[src/rtl/note_arbiter_if.sv]
// Song-note handshake between the song ROM sequencer (master) and the
// buzzer arbiter (slave).
interface note_arbiter_if #(
  parameter int NOTE_W = 8,
  parameter int DUR_W  = 8
);
  logic              valid;
  logic [NOTE_W-1:0] note;
  logic [DUR_W-1:0]  dur;
  logic              ready;

  modport master (output valid, note, dur, input ready);
  modport slave  (input valid, note, dur, output ready);
endinterface

[src/rtl/note_arbiter.sv]
// Shares the single buzzer datapath between live keyboard notes (priority)
// and song playback, timing every note in prescaled ticks plus a silent gap.
module note_arbiter #(
  parameter int NOTE_W    = 8,
  parameter int DUR_W     = 8,
  parameter int TICK_DIV  = 50000,
  parameter int KEY_HOLD  = 20,
  parameter int GAP_TICKS = 1
) (
  input  logic              iClk,
  input  logic              iReset,
  input  logic              iKey_Valid,
  input  logic [NOTE_W-1:0] iKey_Note,
  note_arbiter_if.slave     song,
  input  logic              iPause,
  output logic [NOTE_W-1:0] oFreq_Data,
  output logic              oRing,
  output logic [1:0]        oSource,
  output logic              oNote_Done,
  output logic              oPreempt
);

  localparam int PRE_W  = $clog2(TICK_DIV);
  localparam int KH_W   = $clog2(KEY_HOLD + 1);
  localparam int GAP_W  = $clog2(GAP_TICKS + 1);
  localparam int MAX_A  = (KH_W > GAP_W) ? KH_W : GAP_W;
  localparam int TMR_W  = (DUR_W > MAX_A) ? DUR_W : MAX_A;

  localparam logic [PRE_W-1:0] PRE_MAX  = PRE_W'(TICK_DIV - 1);
  localparam logic [TMR_W-1:0] KEY_LOAD = TMR_W'(KEY_HOLD);
  localparam logic [TMR_W-1:0] GAP_LOAD = TMR_W'(GAP_TICKS);
  localparam logic [TMR_W-1:0] TMR_ONE  = TMR_W'(1);

  localparam logic [1:0] SRC_NONE = 2'd0;
  localparam logic [1:0] SRC_KEY  = 2'd1;
  localparam logic [1:0] SRC_SONG = 2'd2;

  typedef enum logic [1:0] {IDLE, KEY, SONG, GAP} state_t;

  state_t            stateReg;
  logic [PRE_W-1:0]  prescaleReg;
  logic [TMR_W-1:0]  timerReg;

  logic              tick;
  logic              lastTick;
  logic              songTake;
  logic [PRE_W-1:0]  prescaleNext;
  logic [TMR_W-1:0]  songTicks;

  assign song.ready   = (stateReg == IDLE) && !iPause && !iKey_Valid;
  assign songTake     = song.valid && song.ready;
  assign tick         = (prescaleReg == PRE_MAX);
  assign lastTick     = tick && (timerReg == TMR_ONE);
  assign prescaleNext = tick ? '0 : prescaleReg + PRE_W'(1);
  // A zero duration still sounds for one full tick.
  assign songTicks    = (song.dur == '0) ? TMR_ONE : TMR_W'(song.dur);

  always_ff @(posedge iClk) begin
    if (iReset) begin
      stateReg    <= IDLE;
      prescaleReg <= '0;
      timerReg    <= '0;
      oFreq_Data  <= '0;
      oRing       <= 1'b0;
      oSource     <= SRC_NONE;
      oNote_Done  <= 1'b0;
      oPreempt    <= 1'b0;
    end else begin
      oNote_Done <= 1'b0;
      oPreempt   <= 1'b0;
      // Key presses win in every state; a retrigger in KEY reloads without a gap.
      if (iKey_Valid) begin
        stateReg    <= KEY;
        prescaleReg <= '0;
        timerReg    <= KEY_LOAD;
        oFreq_Data  <= iKey_Note;
        oRing       <= (iKey_Note != '0);
        oSource     <= SRC_KEY;
        oPreempt    <= (stateReg == SONG);
      end else begin
        case (stateReg)
          IDLE: begin
            if (songTake) begin
              stateReg    <= SONG;
              prescaleReg <= '0;
              timerReg    <= songTicks;
              oFreq_Data  <= song.note;
              oRing       <= (song.note != '0);
              oSource     <= SRC_SONG;
            end
          end
          KEY: begin
            if (lastTick) begin
              stateReg    <= GAP;
              prescaleReg <= '0;
              timerReg    <= GAP_LOAD;
              oFreq_Data  <= '0;
              oRing       <= 1'b0;
              oSource     <= SRC_NONE;
            end else begin
              prescaleReg <= prescaleNext;
              if (tick) timerReg <= timerReg - TMR_ONE;
            end
          end
          SONG: begin
            if (iPause) begin
              oRing <= 1'b0;
            end else if (lastTick) begin
              stateReg    <= GAP;
              prescaleReg <= '0;
              timerReg    <= GAP_LOAD;
              oFreq_Data  <= '0;
              oRing       <= 1'b0;
              oSource     <= SRC_NONE;
              oNote_Done  <= 1'b1;
            end else begin
              prescaleReg <= prescaleNext;
              oRing       <= (oFreq_Data != '0);
              if (tick) timerReg <= timerReg - TMR_ONE;
            end
          end
          GAP: begin
            if (lastTick) begin
              stateReg    <= IDLE;
              prescaleReg <= '0;
              timerReg    <= '0;
            end else begin
              prescaleReg <= prescaleNext;
              if (tick) timerReg <= timerReg - TMR_ONE;
            end
          end
          default: stateReg <= IDLE;
        endcase
      end
    end
  end

endmodule
[src/flat_wrapper.sv]
// flat-port wrapper written by rule: the top's interface ports become plain ports
module note_arbiter_flat 
#(
  parameter int NOTE_W    = 8,
  parameter int DUR_W     = 8,
  parameter int TICK_DIV  = 50000,
  parameter int KEY_HOLD  = 20,
  parameter int GAP_TICKS = 1
)
  (iClk, iReset, iKey_Valid, iKey_Note, iPause, oFreq_Data, oRing, oSource, oNote_Done, oPreempt, song_valid, song_note, song_dur, song_ready);
  note_arbiter_if #(.NOTE_W(NOTE_W), .DUR_W(DUR_W)) song_i ();
  input  logic iClk;
  input  logic iReset;
  input  logic iKey_Valid;
  input  logic [NOTE_W-1:0] iKey_Note;
  input  logic iPause;
  output logic [NOTE_W-1:0] oFreq_Data;
  output logic oRing;
  output logic [1:0] oSource;
  output logic oNote_Done;
  output logic oPreempt;
  input wire logic [$bits(song_i.valid)-1:0] song_valid;
  input wire logic [$bits(song_i.note)-1:0] song_note;
  input wire logic [$bits(song_i.dur)-1:0] song_dur;
  output wire logic [$bits(song_i.ready)-1:0] song_ready;
  assign song_i.valid = song_valid;
  assign song_i.note = song_note;
  assign song_i.dur = song_dur;
  assign song_ready = song_i.ready;
  note_arbiter #(.NOTE_W(NOTE_W), .DUR_W(DUR_W), .TICK_DIV(TICK_DIV), .KEY_HOLD(KEY_HOLD), .GAP_TICKS(GAP_TICKS)) u_core (.iClk(iClk), .iReset(iReset), .iKey_Valid(iKey_Valid), .iKey_Note(iKey_Note), .song(song_i), .iPause(iPause), .oFreq_Data(oFreq_Data), .oRing(oRing), .oSource(oSource), .oNote_Done(oNote_Done), .oPreempt(oPreempt));
endmodule
[config.mk]
export PLATFORM = sky130hd
export DESIGN_NAME = note_arbiter_flat
export DESIGN_NICKNAME = d
export VERILOG_FILES = /design/src/rtl/note_arbiter_if.sv /design/src/rtl/note_arbiter.sv /design/src/flat_wrapper.sv
export SDC_FILE = /design/constraint.sdc
export NUM_CORES = 1
export LEC_CHECK = 0
export ABC_AREA = 1
export CAP_MARGIN = 20
export CELL_PAD_IN_SITES_DETAIL_PLACEMENT = 0
export CELL_PAD_IN_SITES_GLOBAL_PLACEMENT = 1
export CORE_MARGIN = 2
export CORE_UTILIZATION = 33
export CTS_CLUSTER_SIZE = 25
export DETAILED_ROUTE_END_ITERATION = 16
export PLACE_DENSITY = 0.74
export SYNTH_ARGS = -nofsm -noshare
export SYNTH_HDL_FRONTEND = slang
export SYNTH_SLANG_ARGS = --single-unit
[constraint.sdc]
create_clock -name iClk -period 1.5 [get_ports iClk]
set_clock_uncertainty 0.05 [all_clocks]
set_input_delay 0.3 -clock iClk [delete_from_list [all_inputs] [get_ports iClk]]
set_output_delay 0.3 -clock iClk [all_outputs]
set_load 0.03 [all_outputs]
### After elaboration in Yosys (flattened, before gate mapping)

Index checks and enable logic that the tools add are counted.
W data, S select, Z words.

| cells by class | value |
|---|---|
| $add $sub $neg | 2 |
| equal/unequal tests | 12 |
| mux-type cells | 35 |
| bitwise operators | 2 |
| reduce and logical (&&, ||, !) cells | 24 |

Operators by type and width:

| kind | number |
|---|---|
| $mux W8 | 10 |
| $mux W16 | 4 |
| $pmux W16 S3 | 1 |
| $pmux W8 S4 | 1 |
| $pmux W8 S3 | 1 |
| $reduce_bool A8 Y1 | 3 |
| $add A16 B1 Y16 const B | 1 |
| $eq A16 B16 Y1 const B | 1 |
| $reduce_and A3 Y1 | 5 |
| $mux W2 | 6 |
| $ne A3 B2 Y1 const B | 3 |
| $eq A8 B1 Y1 const B | 1 |
| $logic_not A8 Y1 | 1 |
| $mux W1 | 8 |
| $pmux W2 S4 | 1 |
| $sub A8 B1 Y8 const B | 1 |
| $pmux W2 S3 | 1 |
| $reduce_or A2 Y1 | 3 |
| $mux W5 | 1 |
| $eq A2 B2 Y1 const B | 2 |
| $logic_and A1 B1 Y1 | 4 |
| $ne A2 B1 Y1 const B | 2 |
| $reduce_and A2 Y1 | 2 |
| $reduce_bool A4 Y1 | 1 |
| 9 further kinds | 11 |

| word-level totals | value |
|---|---|
| bits in registers | 39 |
| output and inout bits | 14 |
| logic and storage cells | 86 |

### Depth between registers and ports, before layout

Gate-level depths: netlist of run 1.

| logic depth | value |
|---|---|
| depth in word-level cells | 7 |
| mapped depth | 13 |
| mapped depth without buffers | 13 |

### Least setup slack after synthesis of run 1

Ideal clock, no wire load.

| timing path | value |
|---|---|
| path type | flip-flop to output port |
| from | register u_core.stateReg[0] |
| to | output song_ready |
| arrival | 1,358 ps |
| data required time | 1,150 ps |
| path slack | -208 ps |
| cell stages (with the launch flop) | 5 |
| path buffers | 0 |
| cells stage by stage | dfxtp_1 > inv_1 > ha_1 > inv_2 > nor3_1 |

| between the ends | value |
|---|---|
| word-level cells in the longest chain between the ends | 3 |

RTL lines:

| element | RTL line | text |
|---|---|---|
| from (decl) | note_arbiter.sv:40 | `state_t stateReg;` |
| from (signal assigned) | note_arbiter.sv:60 | `stateReg <= IDLE;` |
| from (signal assigned) | note_arbiter.sv:73 | `stateReg <= KEY;` |
| from (signal assigned) | note_arbiter.sv:84 | `stateReg <= SONG;` |
| $logic_not A2 Y1 | note_arbiter.sv:50 | `assign song.ready = (stateReg == IDLE) && !iPause && !iKey_Valid;` |
| $logic_and A1 B1 Y1 (2 in series) | note_arbiter.sv:50 |  |
| to (decl) | flat_wrapper.sv:25 | `output wire logic [$bits(song_i.ready)-1:0] song_ready;` |

Every way passes these cells.

### Worst setup path in the final report of run 1

| timing path | value |
|---|---|
| from | input iPause |
| to | register u_core.prescaleReg[8] |

| between the ends | value |
|---|---|
| word-level cells in the longest chain between the ends | 6 |
| elaborated cells on any way between the ends | 7 |
| those cells by class | eq/ne (2); reduce/logical (5) |

RTL lines:

| element | RTL line | text |
|---|---|---|
| from (decl) | flat_wrapper.sv:16 | `input logic iPause;` |
| $logic_not A1 Y1 | note_arbiter.sv:50 |  |
| $logic_and A1 B1 Y1 (2 in series) | note_arbiter.sv:50 |  |
| $logic_and A1 B1 Y1 | note_arbiter.sv:51 | `assign songTake = song.valid && song.ready;` |
| $ne A2 B1 Y1 (no source line) | n/a |  |
| $reduce_and A2 Y1 (no source line) * | n/a |  |
| to (signal assigned) | note_arbiter.sv:101 | `prescaleReg <= prescaleNext;` |
| to (signal assigned) | note_arbiter.sv:117 | `prescaleReg <= prescaleNext;` |
| to (signal assigned) | note_arbiter.sv:128 | `prescaleReg <= prescaleNext;` |
| to (decl) | note_arbiter.sv:41 | `logic [PRE_W-1:0] prescaleReg;` |

Mark *: on every way between the ends. The rest lies on a longest branch, timed or not.
A chain may end at the register's enable or synchronous reset.

==> results.ini, run 1 <==
[pwr]
powerDensity_nw_per_um2 = 790
p_int_mw = 2.49
sw_frac_of_total = 0.330
vdd_ir_drop_max_v = 0.000537
power_switching_mw = 1.23
combPwrFrac = 0.407
p_leak_nw = 1.98
p_total_mw = 3.71
p_seq_frac = 0.305
p_clk_frac = 0.288

[yosys]
synth_top_area_frac = 0.305
syn_inst = 410
synth_seq_cells = 39
yosys_warnings = 0
yosysSeqAreaShare = 0.305
synth_top_area_cell = dfxtp_1
synth_area_um2 = 2560
syn_nets = 447
syn_area_per_cell_um2 = 6.25
ys_types = 35
synth.area.top_cells = dfxtp_1 (30%), nand2_1 (15%), nor2_1 (8.5%), inv_1 (6.9%), a21oi_1 (6.3%)

[worst_setup_path]
cp_slowest_cell = clkdlybuf4s50_1
cpPeakStageDelay_ns = 0.56
path_max_fanout = 6
cp-start-kind = input port
crit_arrival_ns = 1.84
timing.critical_path.cells = clkdlybuf4s50_1 > buf_4 > nand2_2 > nand2_8 > clkinv_8 > buf_8 > buf_12 > nand2_8 > nor2_2 > o21a_1
crit_type = input port to flip-flop
required_ns = 1.65
crit_top_cell = nand2_8
worstSetupEndpointType = flip-flop

[layout]
nets = 587
area_delta_synth_final_pct = 83.4
drive_gt1_frac = 0.421
instances_no_fill = 653
antenna_cells = 0

[sta]
setup_ws_ns = -0.185
finalSetupViolCount = 38
hold_violations = 0
fmax_mhz = 593
grt_setup_unrepaired = true
tns_ns = -4.81
fin_crit_sh = 1.12
tightest_slew_ns = 0.320
finalCriticalPeriod_ns = 1.69
slew_headroom = 0.788
slew_viol_final = 0

[global_route]
grt_pass1_wl_mm = 14.8
first_global_vias = 3223
grt_max_degree = 14
antenna_found_initial = 0
grtUsageTotal = 0.217
grt-ovfl-total = 0

[routing]
first_pass_iters = 6
drt-wirelength-per-cell_um = 13.4
drt-total-wl_mm = 8.77
drc = 0
vias = 3129
avgViaCountPerCell = 4.79
postRouteAntennaNets = 0
drt-initial-drc-count = 121

[job]
maxCapViolCount = 0

[place]
dp.cells = 612
io_buffer_count = 42
routabilityCongestion = 0.851
hpwl_mm = 5.89

[clock_network]
clockBufferDepth = 2
clk_latency_ns = 0.30
cts_tree = built
cts_sinks = 39
clkTransAtPathRegs_ns = 0.08
ctsHtreeMaxLevel = 2
numCtsBuffers = 5
cts_root_buf = clkbuf_8

[floorplan]
start_util = 0.337
ioPinCount = 43
die_h_um = 92.1
die_w_um = 92.1
core-area_um2 = 7610
die-area_um2 = 8480
rows = 32

[run_status]
status = complete, but fails checks
violations = negative setup slack

[hold_path]
hold_path_class = flip-flop to flip-flop

[power by group through the flow]
stage | registers (mW) | clock network, mW | logic (mW)
floorplan | 1.22 | 0 | 0.495
global placement | 1.15 | 0 | 0.987
detailed placement | 1.15 | 0 | 0.990
CTS | 1.13 | 1.09 | 1.34
global route | 1.14 | 1.14 | 1.62
finish | 1.13 | 1.07 | 1.51
[kinds of logic (layout without fill, tap and decap cells)]
group	Yosys count	count (layout)	share of synthesized area
xor gates and xnor gates	5	5	0.0171
buffers and inverters	63	202	0.101
adders and majority gates	8	8	0.0391
AOI/OAI and AO/OA	72	72	0.150
and+or+nand+nor	223	225	0.387
DFF	39	39	0.305
[cell usage after synthesis (all sizes together)]
cell	instances
nor2	61
ha	8
a31oi	1
dfxtp	39
clkinv	2
o21ai	27
nand4	16
xor2	2
a21oi	33
o21bai	1
o22ai	6
a211oi	2
buf	5
inv	52
nand2	109
xnor2	3
clkbuf	4
and3	1
nor3b	2
nor3	7
nand3	27
o21a	2
[worst paths after layout]
kind / startpoint / slack (ns) / cells past startpoint / to
worst max-delay path: iPause / -0.19 / 10 / u_core.prescaleReg[8]
worst min-delay path: u_core.oSource[1] / 0.41 / 2 / u_core.oSource[1]
worst max register to register: u_core.stateReg[0] / -0.17 / 14 / u_core.prescaleReg[15]
worst min register to register: u_core.oSource[1] / 0.41 / 2 / u_core.oSource[1]
[per-layer routing]
layer / vias up / routed length, um / global-route usage
met5: - / 0 / 0
met2: 71 / 4490 / 0.385
met1: 1421 / 3890 / 0.270
met4: 0 / 103 / 0.0622
met3: 8 / 287 / 0.0345
li1: 1629 / - / -
[per-stage QoR]
step	instance area (um2)	setup WS (ns)	util	hold WS [ns]
after floorplan	2580	-0.0175	-	0.404
after global placement	3590	-0.494	0.472	0.406
after detailed placement	3590	-0.515	0.472	0.412
after CTS	4410	-0.203	0.580	0.419
after global routing	4700	-0.255	0.618	0.444
final	4700	-0.185	0.618	0.414
[flip-flops by register name, indices dropped and copies added (netlist names)]
register            flops
u_core.oSource          2
u_core.oPreempt         1
u_core.oNote_Done       1
u_core.stateReg         2
u_core.oRing            1
u_core.prescaleReg     16
u_core.oFreq_Data       8
u_core.timerReg         8
[cell usage in the layout, fill, tap and decap left out, types with 3 or more instances in the layout]
cell             instances
buf_8                    3
inv_1                   41
clkdlybuf4s50_1         28
nor2_2                  12
dlygate4sd2_1           13
xnor2_1                  3
nor2_4                  10
ha_4                     6
nand2_1                 84
nand3_4                  7
nand3_2                  6
nor3_1                   3
nand2_8                  4
buf_12                   4
inv_4                    3
nor2_1                  39
nand3_1                 14
a21oi_1                 11
inv_2                    6
dfxtp_1                 33
buf_6                   16
a21oi_2                 19
buf_4                   74
nand2_4                  8
o21ai_1                  8
a21oi_4                  3
o22ai_1                  6
clkbuf_8                 5
nand2_2                 15
o21ai_2                  7
nand4_1                 16
dfxtp_2                  6
o21ai_0                 11
[repair_timing]
action                                  CTS  global route
hold buffers                              0             0
setup buffers                            21            13
endpoints found under the setup margin   52            39
resized for setup                       159            47
cloned                                    4             0
pin swaps                                50            32
hold endpoints to repair                  0             0
[worst max-delay path, delay by kind of cell]
family / cells / cell delay (ns)
buffers and inverters: 5 / 1.07
AO/OA/AOI/OAI: 1 / 0.15
AND/OR/NAND/NOR: 4 / 0.30
[cell type report]
cell class / instances / area [um2]
Fill cell: 666 / 2910
Multi-Input combinational cell: 310 / 2120
Timing Repair Buffer: 139 / 1280
Sequential cell: 39 / 788
Inverter: 54 / 240
Tap cell: 102 / 128
Clock buffer: 5 / 68.8
Clock inverter: 3 / 67.6
Timing Repair inverter: 1 / 5.00
(Power assumes the default switching activity.)
==> run 2, diff against run 1 <==
Settings changed: CAP_MARGIN 20 to default.
==> results of run 2 <==
No change in the layout: final DEF, timing and power equal those of run 1.
